[config.mk]
export PLATFORM = sky130hd
export DESIGN_NAME = wf_ring_fifo_at40
export DESIGN_NICKNAME = d
export VERILOG_FILES = /design/src/rtl/wf_ring_fifo_at40.sv
export SDC_FILE = /design/constraint.sdc
export NUM_CORES = 1
export LEC_CHECK = 0
export CORE_MARGIN = 3
export CORE_UTILIZATION = 50
export CTS_CLUSTER_SIZE = 40
export DETAILED_ROUTE_END_ITERATION = 12
export GPL_ROUTABILITY_DRIVEN = 1
export PLACE_DENSITY = 0.74
export SYNTH_ARGS = -nofsm -noshare
export SYNTH_HDL_FRONTEND = slang
export SYNTH_SLANG_ARGS = --single-unit
[constraint.sdc]
create_clock -name clk -period 3.9 [get_ports clk]
set_clock_uncertainty 0.1 [all_clocks]
set_input_delay 1.17 -clock clk [delete_from_list [all_inputs] [get_ports clk]]
set_output_delay 1.17 -clock clk [all_outputs]
set_load 0.005 [all_outputs]
[src/rtl/wf_ring_fifo_at40.sv]
// wf_ring_fifo_at40
// 40-entry circular FIFO of wavefront IDs. Pointers advance modulo 40 so
// they line up with the wavefront slot space. Issue/dispatch pushes IDs on
// the write end; the retire/free-slot tracker drains them in arrival order.
//
// Ports:
//   clk        rising-edge clock
//   rst        asynchronous active-low reset (pointers and count only)
//   flush      synchronous clear of pointers and count, beats push/pop
//   enq_valid  producer offers enq_data
//   enq_data   entry to write
//   enq_ready  not full (from registered count only)
//   deq_valid  not empty (from registered count only)
//   deq_data   oldest entry, read straight from storage
//   deq_ready  consumer takes deq_data
//   count      occupied entries, 0..40
module wf_ring_fifo_at40 #(
  parameter int unsigned DATA_WIDTH = 6,
  parameter int unsigned DEPTH      = 40
) (
  input  logic                  clk,
  input  logic                  rst,
  input  logic                  flush,
  input  logic                  enq_valid,
  input  logic [DATA_WIDTH-1:0] enq_data,
  output logic                  enq_ready,
  output logic                  deq_valid,
  output logic [DATA_WIDTH-1:0] deq_data,
  input  logic                  deq_ready,
  output logic [5:0]            count
);

  localparam logic [5:0] LAST_IDX = 6'(DEPTH - 1);
  localparam logic [5:0] FULL_CNT = 6'(DEPTH);

  logic [DATA_WIDTH-1:0] storage [DEPTH];
  logic [5:0]            wr_ptr;
  logic [5:0]            rd_ptr;
  logic                  push;
  logic                  pop;

  // Pointers never hold 40: the slot after 39 is 0.
  function automatic logic [5:0] wrap_inc(input logic [5:0] p);
    return (p == LAST_IDX) ? '0 : p + 6'd1;
  endfunction

  // Handshake flags come from registered count only, so a pop in the same
  // cycle never opens enq_ready on a full FIFO.
  always_comb begin
    enq_ready = (count != FULL_CNT);
    deq_valid = (count != '0);
    push      = enq_valid & enq_ready;
    pop       = deq_valid & deq_ready;
  end

  always_comb begin
    deq_data = storage[rd_ptr];
  end

  always_ff @(posedge clk or negedge rst) begin
    if (!rst) begin
      wr_ptr <= '0;
      rd_ptr <= '0;
      count  <= '0;
    end else if (flush) begin
      wr_ptr <= '0;
      rd_ptr <= '0;
      count  <= '0;
    end else begin
      if (push) wr_ptr <= wrap_inc(wr_ptr);
      if (pop)  rd_ptr <= wrap_inc(rd_ptr);
      case ({push, pop})
        2'b10:   count <= count + 6'd1;
        2'b01:   count <= count - 6'd1;
        default: count <= count;
      endcase
    end
  end

  // Storage is deliberately not reset; contents are only meaningful while
  // count says so.
  always_ff @(posedge clk) begin
    if (push && !flush) storage[wr_ptr] <= enq_data;
  end

endmodule
==> impl_metrics.toml <==
[clock_network]
cts_root_buf = "clkbuf_16"
cts.clk_slew.worst_paths_ps = 60
numClockSinks = 258
tritoncts = "yes"
htree_levels = 1
insertion_delay_ps = 520
clockBufferDepth = 3
cts_made_buffers = 26
ctsHoldBuffers = 0

[routing]
drtIter0Drc = 542
ant_nets = 0
wl_met2_um = 11400
first_pass_iters = 5
maxUsedRoutingLayer = "met4"
dr_total_vias = 5807
vias_per_cell = 5.99
drt-total-wl_um = 22700
drcViolationCount = 0
wl_met1_um = 9200
met3_length_um = 1440
post_drt_wl_per_cell_um = 23.5

[pwr]
vdd_ir_drop_max_v = 0.000456
p_leak_uw = 0.00415
power_density_nw_per_um2 = 591

[synth]
ys_ff_latch = 258
ys_top_cells_by_area = "edfxtp_1 68%, mux4_2 10%, dfrtp_1 4.3%"
synth-edff-count = 240
syn_area_sq_um = 10600
synth-async-reset-ratio_pct = 6.98
syn_avg_cell_area_sq_um = 17.9
synth_cells = 590
yosysTopAreaCell = "edfxtp_1"
syn_nets = 608
synth_cell_type_count = 51
synth_top_area_share_pct = 68.3
seq_area_frac_synth_pct = 72.5
yosys_warnings = 0
synth_ff_type = "edfxtp_1"

[timing]
slew_viol_final = 0
final-hold-violation-count = 0
max_freq_ghz = 0.259
timing.hold.ws_ps = 451
fin_crit_sh_pct = 99.0
tns_ps = 0
worst_pin_slew_ps = 857
rsz0062_at_grt = "false"
slew-limit-headroom_pct = 42.7
min_period_ps = 3860
finalSetupViolCount = 0

[die]
rows = 52
ios = 25
initial_core_util_pct = 51.5
dieHeight_um = 151
core_sq_um = 20500
die_w_um = 151
dieArea_sq_um = 22900

[layout]
fin_nets = 698
synthToLayoutAreaGrowth_pct = 19.5
drive_above_1_share_pct = 29.3
final_cells = 969
antenna_cells = 0

[critical_path]
cp.arrival_ps = 2590
cp_top_family = "multiplexers"
crit_path_cell_trace = "buf_4, buf_12, buf_16, mux4_2, mux2i_2, a32oi_1, and3_1, clkbuf_2"
endpoint_kind = "output pin"
crit_path_start_kind = "flop"
cp_slowest_cell = "dfrtp_4"
critical_path_class = "flop to output pin"
crit_path_max_fanout = 10
required_ps = 2630
crit_buf_inv = 4
critPathMaxStageDelay_ps = 530

[place]
placedCellCount = 909
place.gp.congestion = 0.899
port_buffers = 24
hpwlAfterDp_um = 14600

[worst_hold_path]
holdCritPathClass = "flop to flop"

[flow_run]
drv_cap = 0

[grt]
track_usage_pct = 20.6
grt_max_degree = 41
grt_pass1_wl_um = 35000
grt-ovfl-total = 0
grt_pass1_vias = 5993
antenna_found_initial = 0

[run_status]
status = "completed"
==> through the flow <==
| step | setup WS (ps) | power (uW) | util (%) | cell area (sq um) |
|---|---|---|---|---|
| floorplan | 776 | 4230 | - | 10600 |
| global placement | 210 | 4790 | 56.0 | 11500 |
| detailed placement | 133 | 4840 | 56.0 | 11500 |
| CTS | -72.6 | 7500 | 61.5 | 12600 |
| global route | 4.91 | 7740 | 61.6 | 12600 |
| finish | 38.5 | 7460 | 61.6 | 12600 |
==> timing repair <==
item | in CTS | in global routing
endpoints found under the setup margin | 6 | 6
gates resized for setup | 34 | 16
pin swaps | 12 | 10
buffers inserted | 12 | 0
gates cloned | 2 | 0
==> where the power goes <==
part / switching (uW) / internal [uW] / total [uW]
registers: 82.5 / 3070 / 3160
logic: 836 / 1020 / 1860
clock network: 990 / 1460 / 2450
total: 1910 / 5550 / 7460
==> final timing paths <==
check	slack [ps]	cells after the start	end	from
max	40	8	deq_data[4]	rd_ptr[0]$_DFFE_PN0P_
min	450	1	wr_ptr[5]$_DFFE_PN0P_	wr_ptr[5]$_DFFE_PN0P_
max reg2reg	630	9	count[5]$_DFFE_PN0P_	count[0]$_DFFE_PN0P_
min reg2reg	450	1	wr_ptr[5]$_DFFE_PN0P_	wr_ptr[5]$_DFFE_PN0P_
max in group asynchronous	2030	1	rd_ptr[0]$_DFFE_PN0P_	rst
min in group asynchronous	1040	1	count[1]$_DFFE_PN0P_	rst
==> layer usage <==
layer,track usage (%),up-vias
met2,34.6,243
met1,27.9,2957
li1,-,2552
met5,0,-
met4,6.89,0
met3,3.26,55
==> state kept, by name, indices dropped and copies added, names as in the netlist <==
name	flops
count	6
wr_ptr	6
storage	240
rd_ptr	6
==> synth_stat cells, types with 4 or more instances <==
cell,instances
nor2b_1,5
nor3_1,4
a22oi_1,8
nand3b_1,6
o21ai_0,6
mux4_2,48
o211ai_1,8
edfxtp_1,240
a211oi_1,6
ha_1,6
buf_2,15
a21oi_1,7
clkbuf_1,11
nor2_1,59
nand2_1,30
dfrtp_1,18
mux2i_1,35
xnor2_1,4
nand3_1,12
mux2_2,7
or2_2,5
==> cell type report <==
cell class                      count  area (sq um)
Fill cell                        1428          7880
Inverter                            2          7.51
Sequential cell                   258          7670
Multi-Input combinational cell    301          2860
Clock buffer                       36           739
Timing Repair Buffer               91           886
Clock inverter                     11           115
Tap cell                          270           338
==> placed cells by master (no fill, tap or decap), drive strengths merged, types with 8 or more instances in the layout <==
cell type      netlist  final
a22oi                8      8
buf                 18     68
clkbuf              11     40
clkdlybuf4s50        0     18
dfrtp               18     18
edfxtp             240    240
mux2i               35     35
mux4                48     48
nand2               30     30
nand3               12     12
nor2                59     59
o211ai               8      8
==> cells by family after synthesis <==
| kind of cell | count (synthesis) | share of synthesized area (%) |
|---|---|---|
| DFF | 258 | 72.5 |
| and+or+nand+nor | 137 | 6.03 |
| muxes | 90 | 14.3 |
| AOI/OAI and AO/OA | 60 | 4.24 |
| buffers and inverters | 31 | 1.32 |
| xor gates and xnor gates | 7 | 0.652 |
| adders and majority gates | 7 | 0.901 |
==> worst register-to-register path, stage by stage, from the launching register on <==
cell	delay (ps)
dfrtp_1	470
or4_4	630
o21a_4	270
nor2_1	260
ha_1	310
a211oi_1	260
o21bai_1	110
a21oi_1	190
mux2i_1	220
mux2_2	340
No activity file was read; power rests on OpenSTA's default activity.
